[src/rtl/imem_loader.sv]
// imem_loader
//   Loads a program image from a host byte stream into the byte-wide write
//   port of the big-endian instruction memory. A load zero-clears the whole
//   memory first. It then takes a 4-byte big-endian length header and writes
//   the payload bytes in stream order. The core is held in reset for the
//   whole load.
//
// Ports
//   clk          system clock, rising edge
//   reset        synchronous, active-high reset
//   start        request a new load (sampled only in IDLE)
//   in_valid     host byte valid
//   in_data      host byte
//   in_ready     loader accepts a byte (transfer = in_valid && in_ready)
//   mem_we       registered byte write enable
//   mem_addr     registered byte address (0 when mem_we is 0)
//   mem_wdata    registered byte data (0 when mem_we is 0)
//   cpu_hold     core reset hold, equal to busy
//   busy         high in every state except IDLE
//   done         one-cycle pulse after a load completes
//   err_len      sticky: header length exceeded MEM_SIZE
//   bytes_loaded payload bytes written by the last or current load
module imem_loader #(
    parameter int unsigned MEM_SIZE  = 4095,
    parameter logic [63:0] BASE_ADDR = '0
) (
    input  logic        clk,
    input  logic        reset,
    input  logic        start,
    input  logic        in_valid,
    input  logic [7:0]  in_data,
    output logic        in_ready,
    output logic        mem_we,
    output logic [63:0] mem_addr,
    output logic [7:0]  mem_wdata,
    output logic        cpu_hold,
    output logic        busy,
    output logic        done,
    output logic        err_len,
    output logic [31:0] bytes_loaded
);

    localparam logic [31:0] MEM_LEN  = 32'(MEM_SIZE);
    localparam logic [31:0] LAST_IDX = MEM_LEN - 32'd1;

    typedef enum logic [2:0] {
        IDLE,
        CLEAR,
        HDR,
        LOAD,
        DRAIN,
        DONE
    } state_t;

    state_t      state_q, state_d;

    // idx is the clear counter k in CLEAR and the stream index n in LOAD/DRAIN.
    logic [31:0] idx_q, idx_d;
    logic [31:0] len_q, len_d;
    logic [31:0] eff_q, eff_d;
    logic [1:0]  hdr_cnt_q, hdr_cnt_d;
    logic        err_q, err_d;
    logic [31:0] bytes_q, bytes_d;
    logic        we_q, we_d;
    logic [63:0] addr_q, addr_d;
    logic [7:0]  wdata_q, wdata_d;
    logic        done_q, done_d;

    logic        accept;
    logic [31:0] hdr_full;

    assign in_ready = (state_q == HDR) || (state_q == LOAD) || (state_q == DRAIN);
    assign accept   = in_valid && in_ready;
    // Header value after shifting in the current byte, MSB first.
    assign hdr_full = {len_q[23:0], in_data};

    always_ff @(posedge clk) begin
        if (reset) begin
            state_q   <= IDLE;
            idx_q     <= '0;
            len_q     <= '0;
            eff_q     <= '0;
            hdr_cnt_q <= '0;
            err_q     <= 1'b0;
            bytes_q   <= '0;
            we_q      <= 1'b0;
            addr_q    <= '0;
            wdata_q   <= '0;
            done_q    <= 1'b0;
        end else begin
            state_q   <= state_d;
            idx_q     <= idx_d;
            len_q     <= len_d;
            eff_q     <= eff_d;
            hdr_cnt_q <= hdr_cnt_d;
            err_q     <= err_d;
            bytes_q   <= bytes_d;
            we_q      <= we_d;
            addr_q    <= addr_d;
            wdata_q   <= wdata_d;
            done_q    <= done_d;
        end
    end

    always_comb begin
        state_d   = state_q;
        idx_d     = idx_q;
        len_d     = len_q;
        eff_d     = eff_q;
        hdr_cnt_d = hdr_cnt_q;
        err_d     = err_q;
        bytes_d   = bytes_q;
        we_d      = 1'b0;
        addr_d    = '0;
        wdata_d   = '0;
        done_d    = 1'b0;

        case (state_q)
            IDLE: begin
                if (start) begin
                    state_d = CLEAR;
                    idx_d   = '0;
                    err_d   = 1'b0;
                    bytes_d = '0;
                end
            end

            CLEAR: begin
                we_d   = 1'b1;
                addr_d = BASE_ADDR + {32'd0, idx_q};
                if (idx_q == LAST_IDX) begin
                    state_d   = HDR;
                    idx_d     = '0;
                    hdr_cnt_d = '0;
                end else begin
                    idx_d = idx_q + 32'd1;
                end
            end

            HDR: begin
                if (accept) begin
                    len_d     = hdr_full;
                    hdr_cnt_d = hdr_cnt_q + 2'd1;
                    if (hdr_cnt_q == 2'd3) begin
                        idx_d = '0;
                        if (hdr_full > MEM_LEN) begin
                            eff_d = MEM_LEN;
                            err_d = 1'b1;
                        end else begin
                            eff_d = hdr_full;
                        end
                        state_d = (hdr_full == 32'd0) ? DONE : LOAD;
                    end
                end
            end

            LOAD: begin
                if (accept) begin
                    we_d    = 1'b1;
                    addr_d  = BASE_ADDR + {32'd0, idx_q};
                    wdata_d = in_data;
                    bytes_d = bytes_q + 32'd1;
                    idx_d   = idx_q + 32'd1;
                    if (idx_q == eff_q - 32'd1)
                        state_d = (len_q > eff_q) ? DRAIN : DONE;
                end
            end

            DRAIN: begin
                // idx keeps counting stream bytes so the drain ends at len-1.
                if (accept) begin
                    idx_d = idx_q + 32'd1;
                    if (idx_q == len_q - 32'd1)
                        state_d = DONE;
                end
            end

            DONE: begin
                // The final write (if any) is visible in this cycle; done is
                // registered so it appears one cycle later, together with IDLE.
                state_d = IDLE;
                done_d  = 1'b1;
            end

            default: state_d = IDLE;
        endcase
    end

    assign busy         = (state_q != IDLE);
    assign cpu_hold     = busy;
    assign mem_we       = we_q;
    assign mem_addr     = addr_q;
    assign mem_wdata    = wdata_q;
    assign done         = done_q;
    assign err_len      = err_q;
    assign bytes_loaded = bytes_q;

endmodule

[config.mk]
export PLATFORM = sky130hd
export DESIGN_NAME = imem_loader
export DESIGN_NICKNAME = d
export VERILOG_FILES = /design/src/rtl/imem_loader.sv
export SDC_FILE = /design/constraint.sdc
export NUM_CORES = 1
export LEC_CHECK = 0
export BUFFER_PORTS_ARGS = -buffer_cell sky130_fd_sc_hd__buf_2
export CAP_MARGIN = 20
export CORE_ASPECT_RATIO = 0.75
export CORE_MARGIN = 2
export CORE_UTILIZATION = 60
export DETAILED_ROUTE_END_ITERATION = 16
export GPL_TIMING_DRIVEN = 0
export PLACE_DENSITY = 0.82
export SLEW_MARGIN = 15
export SYNTH_ARGS = -nofsm -noshare
export SYNTH_HDL_FRONTEND = slang
export SYNTH_SLANG_ARGS = --single-unit
[constraint.sdc]
create_clock -name clk -period 6.2 [get_ports clk]
set_clock_uncertainty 0.1 [all_clocks]
set_input_delay 0.31 -clock clk [delete_from_list [all_inputs] [get_ports clk]]
set_output_delay 0.31 -clock clk [all_outputs]
set_load 0.01 [all_outputs]
==> results.cfg, run 1 <==
[outcome]
status = completed

[synthesis]
synth_xor_area_share_pct = 12.1
synth.mux.area_fraction_pct = 1.01
synth_top_area_share_pct = 35.7
synthTopCellsByArea = dfxtp_1 36%, xnor2_1 6.4%, xor2_1 5.7%, nor2_1 5.5%, ha_1 4.8%
avgSynthCellArea_um2 = 7.96
ys_seq_area_share_pct = 35.7
synth_edf_count = 0
synthesis.area_mm2 = 0.00987
synth_compound_area_share_pct = 9.43
synthDistinctLibCells = 65
synth_top_area_cell = dfxtp_1
synthFlopType = dfxtp_1
synth-adder-area-share_pct = 4.82
synthSimpleGateAreaFrac_pct = 29.4
synth-seq-cells = 176
syn_inst = 1240
ys_warn_count = 0
synth_top_family_by_area = simple AND/OR/NAND/NOR gates
async_reset_ff_share_pct = 0

[setup_path]
critPathMaxFanout = 9
slowest_stage = nor3b_1
worstPathBufferInverterCount = 2
r2r_start = state_q[1]$_SDFFE_PP0P_
r2r_end = idx_q[30]$_SDFFE_PP0P_
crit_required_ps = 6410
critPathKind = flip-flop to flip-flop
critPathMaxStageDelay_ps = 850
crit_chain = clkbuf_1 > nor2b_1 > clkbuf_1 > a211oi_1 > nor2_1 > nor3b_1 > nand3_1 > nor3_1 > nand4_1 > xor2_1 > nor2_1
cp.arrival_ps = 4510
r2r_cells = 11
worst_setup_path_end_kind = flip-flop
cp_top_family = simple AND/OR/NAND/NOR gates
r2r_slack_ps = 1900
crit_path_start_kind = flip-flop

[clocking]
cts-root-buf = clkbuf_16
numCtsBuffers = 17
cts_tree = done
cts_sinks = 176
htreeDepth = 4
cts_hold_buf = 0
path_clk_slew_ps = 70
cts-resized-gates = 0
clk_latency_ps = 440
ctsLongestPathBuffers = 2
cts_setup_buffers = 0

[sta]
rsz0062_at_grt = false
post-route-period-util_pct = 69.3
finalSetupTns_ps = 0
relSlewSlack_pct = 31.2
period_minus_slack_ps = 4300
max_freq_mhz = 233
worst_pin_slew_ps = 1020
layout_setup_ws_ps = 1900
slew_violations = 0
hold_viol_final = 0
setup_viol = 0

[floorplan]
initial_core_util_pct = 61.4
dieArea_mm2 = 0.0175
die_x_um = 152
die_h_um = 115
io_pins = 122
rows = 40
coreArea_mm2 = 0.0161

[global_routing]
grt_max_degree = 17
grt_pass1_wl_um = 43400
grt_pass1_vias = 8313
grt.total_usage_pct = 31.4
grt_antenna_before_repair = 1
gr-total-overflow = 0

[placed_design]
dp_hpwl_um = 20700
gp_congestion = 0.991
io_buffer_count = 88
pre_cts_ws_ps = 2080

[min_path]
min_to = mem_wdata[4]$_SDFF_PP0_
whs_path_depth = 2
min-delay-start = in_data[4]
hp-class = input pin to flip-flop

[cells_and_area]
seq_area_mm2 = 0.00352
final_cell_mix = 176 x dfxtp_1, 145 x nor2_1, 112 x nand2_1
multi_input_area_mm2 = 0.00572
final_common_cell = dfxtp_1
nets = 1428
antenna-diode-count = 0
nFillCells = 1325
drive_above_1_share_pct = 12.6
area_growth_pct = 13.9

[power]
p_leak_nw = 4.69
power.density_mw_per_mm2 = 204
max-vdd-ir-drop_v = 0.000189

[detailed_routing]
ant_nets = 0
vias = 9309
wl_um = 27400
drtPass1Iterations = 5
viasPerCell = 5.82
drt_iter0_drc = 850
drcViolationCount = 0
wl_per_cell_um = 17.2

[run]
drv_cap = 0
-- worst max path at each step --
stage                       startpoint                       to  slack (ps)  cells past startpoint
3_5_place_dp   state_q[1]$_SDFFE_PP0P_   idx_q[27]$_SDFFE_PP0P_        2080                     11
2_1_floorplan    eff_q[7]$_SDFFE_PP0P_  state_q[0]$_SDFFE_PP0P_        2730                     10
5_1_grt        state_q[1]$_SDFFE_PP0P_   idx_q[25]$_SDFFE_PP0P_        1660                     11
4_1_cts        state_q[1]$_SDFFE_PP0P_   idx_q[25]$_SDFFE_PP0P_        2090                     11
6_report       state_q[1]$_SDFFE_PP0P_   idx_q[30]$_SDFFE_PP0P_        1900                     11
3_3_place_gp   state_q[1]$_SDFFE_PP0P_   idx_q[27]$_SDFFE_PP0P_        2140                     11
-- sequential cells by signal, summed over array words and instances, names as in the netlist --
signal / cells
done: 1
err_len: 1
state_q: 3
mem_wdata: 8
hdr_cnt_q: 2
mem_addr: 32
bytes_loaded: 32
idx_q: 32
mem_we: 1
len_q: 32
eff_q: 32
-- routing by layer --
metal,part of all wire (%),track usage (%)
met5,0.047,0
met1,45,43.7
met2,42,48.1
met3,11,8.33
met4,1.9,9.41
-- cell families after synthesis --
logic type | after synthesis
fa+ha+maj | 38
xor+xnor | 136
buf+inv | 162
mux | 10
compound gates | 150
simple gates | 567
flops | 176
other cells | 1
-- cells in the mapped netlist (28+ instances only) --
cell and count:
nor4_1 31, a21oi_1 66, nand3_1 41, nand4_1 32, nand2_1 112, buf_4 33
nor3_1 72, o21ai_0 28, and2_1 36, inv_1 47, ha_1 38, nor2_1 145
xor2_1 64, xnor2_1 72, clkbuf_1 73, dfxtp_1 176
-- report_power, final --
part           switching, mW  leakage [nW]  internal, mW
Combinational         0.0867          3.00        0.0426
Sequential           0.00617          1.42          1.14
Clock                  0.461         0.269         0.561
-- per-stage QoR --
step	power [mW]	cells	area, µm²	util (%)	hold slack (ps)
6_report	2.29	1600	11200	70.0	32.3
5_1_grt	2.36	1600	11200	70.0	36.3
4_1_cts	2.29	1600	11200	70.0	22.6
3_5_place_dp	1.29	1569	10700	66.5	365
3_3_place_gp	1.29	1569	10700	66.5	347
2_1_floorplan	1.25	1271	9990	-	332
-- area by class of cell --
cell class | instances | area share (%)
clock inverters | 13 | 1.00
repair buffers | 88 | 3.92
clock buffers | 18 | 3.91
flip-flops and latches | 176 | 31.3
inverters | 47 | 1.57
multi-input cells | 933 | 50.9
well taps | 210 | 2.34
plain buffers | 115 | 5.03
No activity file was read; power rests on OpenSTA's default activity.
==> run 2, diff against run 1 <==
- ABC_AREA: unset -> 1
- CORE_UTILIZATION: 60 -> 59
- PLACE_DENSITY: 0.82 -> 0.8
- clock period: 6.2 -> 4 ns (I/O delays scaled with it)
==> run 2 against run 1 <==
Against the previous run:
- register-to-register slack worse by 1300 ps
- clock-buffer cell count up 1
- global-route usage up 1.7 points
- hold slack better by 72 ps
- worst setup slack worse by 1300 ps
- routed wire length up 16%
- non-clock buffer count down 35
- sequential cell count unchanged
- synthesized cell count up 26%
- final cell count up 23%
- die area up 9.1%
- sequential power up 76%
- critical path type unchanged
- critical endpoint is now state_q[0]$_SDFFE_PP0P_
- largest cell class unchanged
==> results.cfg, run 2 <==
[setup_path]
cp.arrival_ps = 3610
r2r_end = state_q[0]$_SDFFE_PP0P_
crit_chain = nor2_1 > nand2_1 > nor2_1 > nand2_1 > nor2_1 > nand2_1 > nand2_1 > nand2_1 > nor2_1 > nand2_1 > nor2_1 > nand2_1 > a21oi_2 > nand3_1 > nand2_1 > nor2_1
critPathKind = flip-flop to flip-flop
cpMostUsedCell = nand2_1
crit_required_ps = 4240
critPathMaxFanout = 6
r2r_cells = 16
worst_setup_path_end_kind = flip-flop
crit_path_start_kind = flip-flop
slowest_stage = nor2_1
r2r_start = eff_q[6]$_SDFFE_PP0P_
critPathMaxStageDelay_ps = 500
worstPathBufferInverterCount = 0
r2r_slack_ps = 630
cp_top_family = simple AND/OR/NAND/NOR gates

[cells_and_area]
final_cell_area_mm2 = 0.0121
final_cell_mix = 294 x nand2_1, 251 x nor2_1, 197 x inv_1
nets = 1763
final_common_cell = nand2_1
antenna-diode-count = 0
final_cell_count_no_fill = 1968
drive_above_1_share_pct = 11.6
final_core_util_pct = 68.7
area_growth_pct = 14.2

[detailed_routing]
wl_um = 31700
viasPerCell = 5.53
drcViolationCount = 0
vias = 10882
drtPass1Iterations = 6
drt_iter0_drc = 1534
ant_nets = 0
wl_per_cell_um = 16.1

[sta]
relSlewSlack_pct = 27.1
hold_viol_final = 0
max_freq_mhz = 296
rsz0062_at_grt = false
slew_violations = 0
setup_viol = 0
finalSetupTns_ps = 0
period_minus_slack_ps = 3370
post-route-period-util_pct = 84.4
worst_pin_slew_ps = 1080

[global_routing]
met1_usage_pct = 49.0
grt_max_degree = 18
use_met2_pct = 47.8
grt_pass1_wl_um = 49900
grt_antenna_before_repair = 0
gr-total-overflow = 0
use_met3_pct = 8.78
busiest_layer = met1
grt_pass1_vias = 9429
grt.total_usage_pct = 33.1

[clocking]
cts-resized-gates = 0
numCtsBuffers = 17
cts_sinks = 176
clk_latency_ps = 440
ctsLongestPathBuffers = 2
cts-root-buf = clkbuf_16
path_clk_slew_ps = 70
cts_tree = done
htreeDepth = 4

[synthesis]
async_reset_ff_share_pct = 0
synth-seq-cells = 176
synth_top_area_share_pct = 33.2
yosysMostFrequentCell = nand2_1
synthTopCellsByArea = dfxtp_1 33%, nand2_1 10%, nor2_1 8.9%, inv_1 7.0%, xor2_1 5.4%
synth_edf_count = 0
synthFlopType = dfxtp_1
ys_seq_area_share_pct = 33.2
avgSynthCellArea_um2 = 6.78
synthDistinctLibCells = 51
ys_warn_count = 0
synth_top_area_cell = dfxtp_1
syn_inst = 1567
ys_top_cells_by_count = 294 x nand2_1, 251 x nor2_1, 197 x inv_1
synthesis.area_mm2 = 0.0106

[run]
drv_cap = 0

[min_path]
whs_path_depth = 3
min_to = mem_we$_SDFF_PP0_
min-delay-start = in_valid
hp-class = input pin to flip-flop

[placed_design]
dp_hpwl_um = 24800
gp_congestion = 0.995
place_area_mm2 = 0.0115
io_buffer_count = 88
dpl.cell_count = 1928

[power]
power.density_mw_per_mm2 = 504
max-vdd-ir-drop_v = 0.000482
p_leak_nw = 5.71

[floorplan]
die_x_um = 159
io_pins = 122
die_h_um = 120
coreArea_mm2 = 0.0177
rows = 42
dieArea_mm2 = 0.0191
initial_core_util_pct = 60.1

[outcome]
status = completed
run 2: kinds of logic after synthesis:
| group | count (synthesis) | share of synthesized area, % |
|---|---|---|
| and+or+nand+nor | 780 | 32.4 |
| buffers and inverters | 278 | 11.2 |
| AOI/OAI and AO/OA | 196 | 10.3 |
| DFF | 176 | 33.2 |
| xor gates and xnor gates | 98 | 8.47 |
| adders and majority gates | 38 | 4.48 |
| other | 1 | 0.0353 |
run 2: layout make-up:
class | count | area, µm²
multi-input cells | 1144 | 6020
flip-flops and latches | 176 | 3520
clock buffers | 19 | 453
plain buffers | 72 | 412
repair buffers | 96 | 520
fillers | 1563 | 5530
clock inverters | 13 | 120
well taps | 242 | 303
inverters | 206 | 774
run 2: worst max-delay path by stage:
stage | startpoint | to | cells past startpoint
detailed placement | eff_q[0]$_SDFFE_PP0P_ | state_q[0]$_SDFFE_PP0P_ | 17
finish | eff_q[6]$_SDFFE_PP0P_ | state_q[0]$_SDFFE_PP0P_ | 16
floorplan | eff_q[0]$_SDFFE_PP0P_ | state_q[1]$_SDFFE_PP0P_ | 16
global placement | eff_q[0]$_SDFFE_PP0P_ | state_q[1]$_SDFFE_PP0P_ | 15
CTS | eff_q[0]$_SDFFE_PP0P_ | state_q[0]$_SDFFE_PP0P_ | 17
global route | eff_q[6]$_SDFFE_PP0P_ | state_q[1]$_SDFFE_PP0P_ | 16
run 2: tightest hold or removal path: cells and delay by family:
kind                   cells  cell delay [ps]
AOI/OAI and AO/OA          1              130
buffers and inverters      1              140
and+or+nand+nor            1               90
run 2: power by group:
| part | leakage [nW] | internal, mW | switching (mW) | total [mW] |
|---|---|---|---|---|
| clock | 0.286 | 0.855 | 0.775 | 1.63 |
| combinational | 4.00 | 0.801 | 1.67 | 2.47 |
| sequential | 1.42 | 1.85 | 0.164 | 2.01 |
run 2: layer usage:
metal	routed length [µm]	up-vias	share of wire (%)
met4	529	0	1.7
li1	-	5282	-
met5	0	-	0
met1	14200	4956	45
met3	4010	44	13
met2	13000	600	41
run 2: repair_timing:
item,CTS,global route
setup buffers,0,0
hold endpoints to repair,24,0
hold buffers,8,0
setup endpoints to repair,0,0
run 2: metrics by stage:
step / power (mW) / hold WS (ps) / setup WS (ps)
5_1_grt: 6.49 / 83.9 / 488
6_report: 6.11 / 104 / 626
3_5_place_dp: 4.41 / 359 / 900
4_1_cts: 6.04 / 83.9 / 891
3_3_place_gp: 4.37 / 353 / 963
2_1_floorplan: 3.76 / 235 / 1770
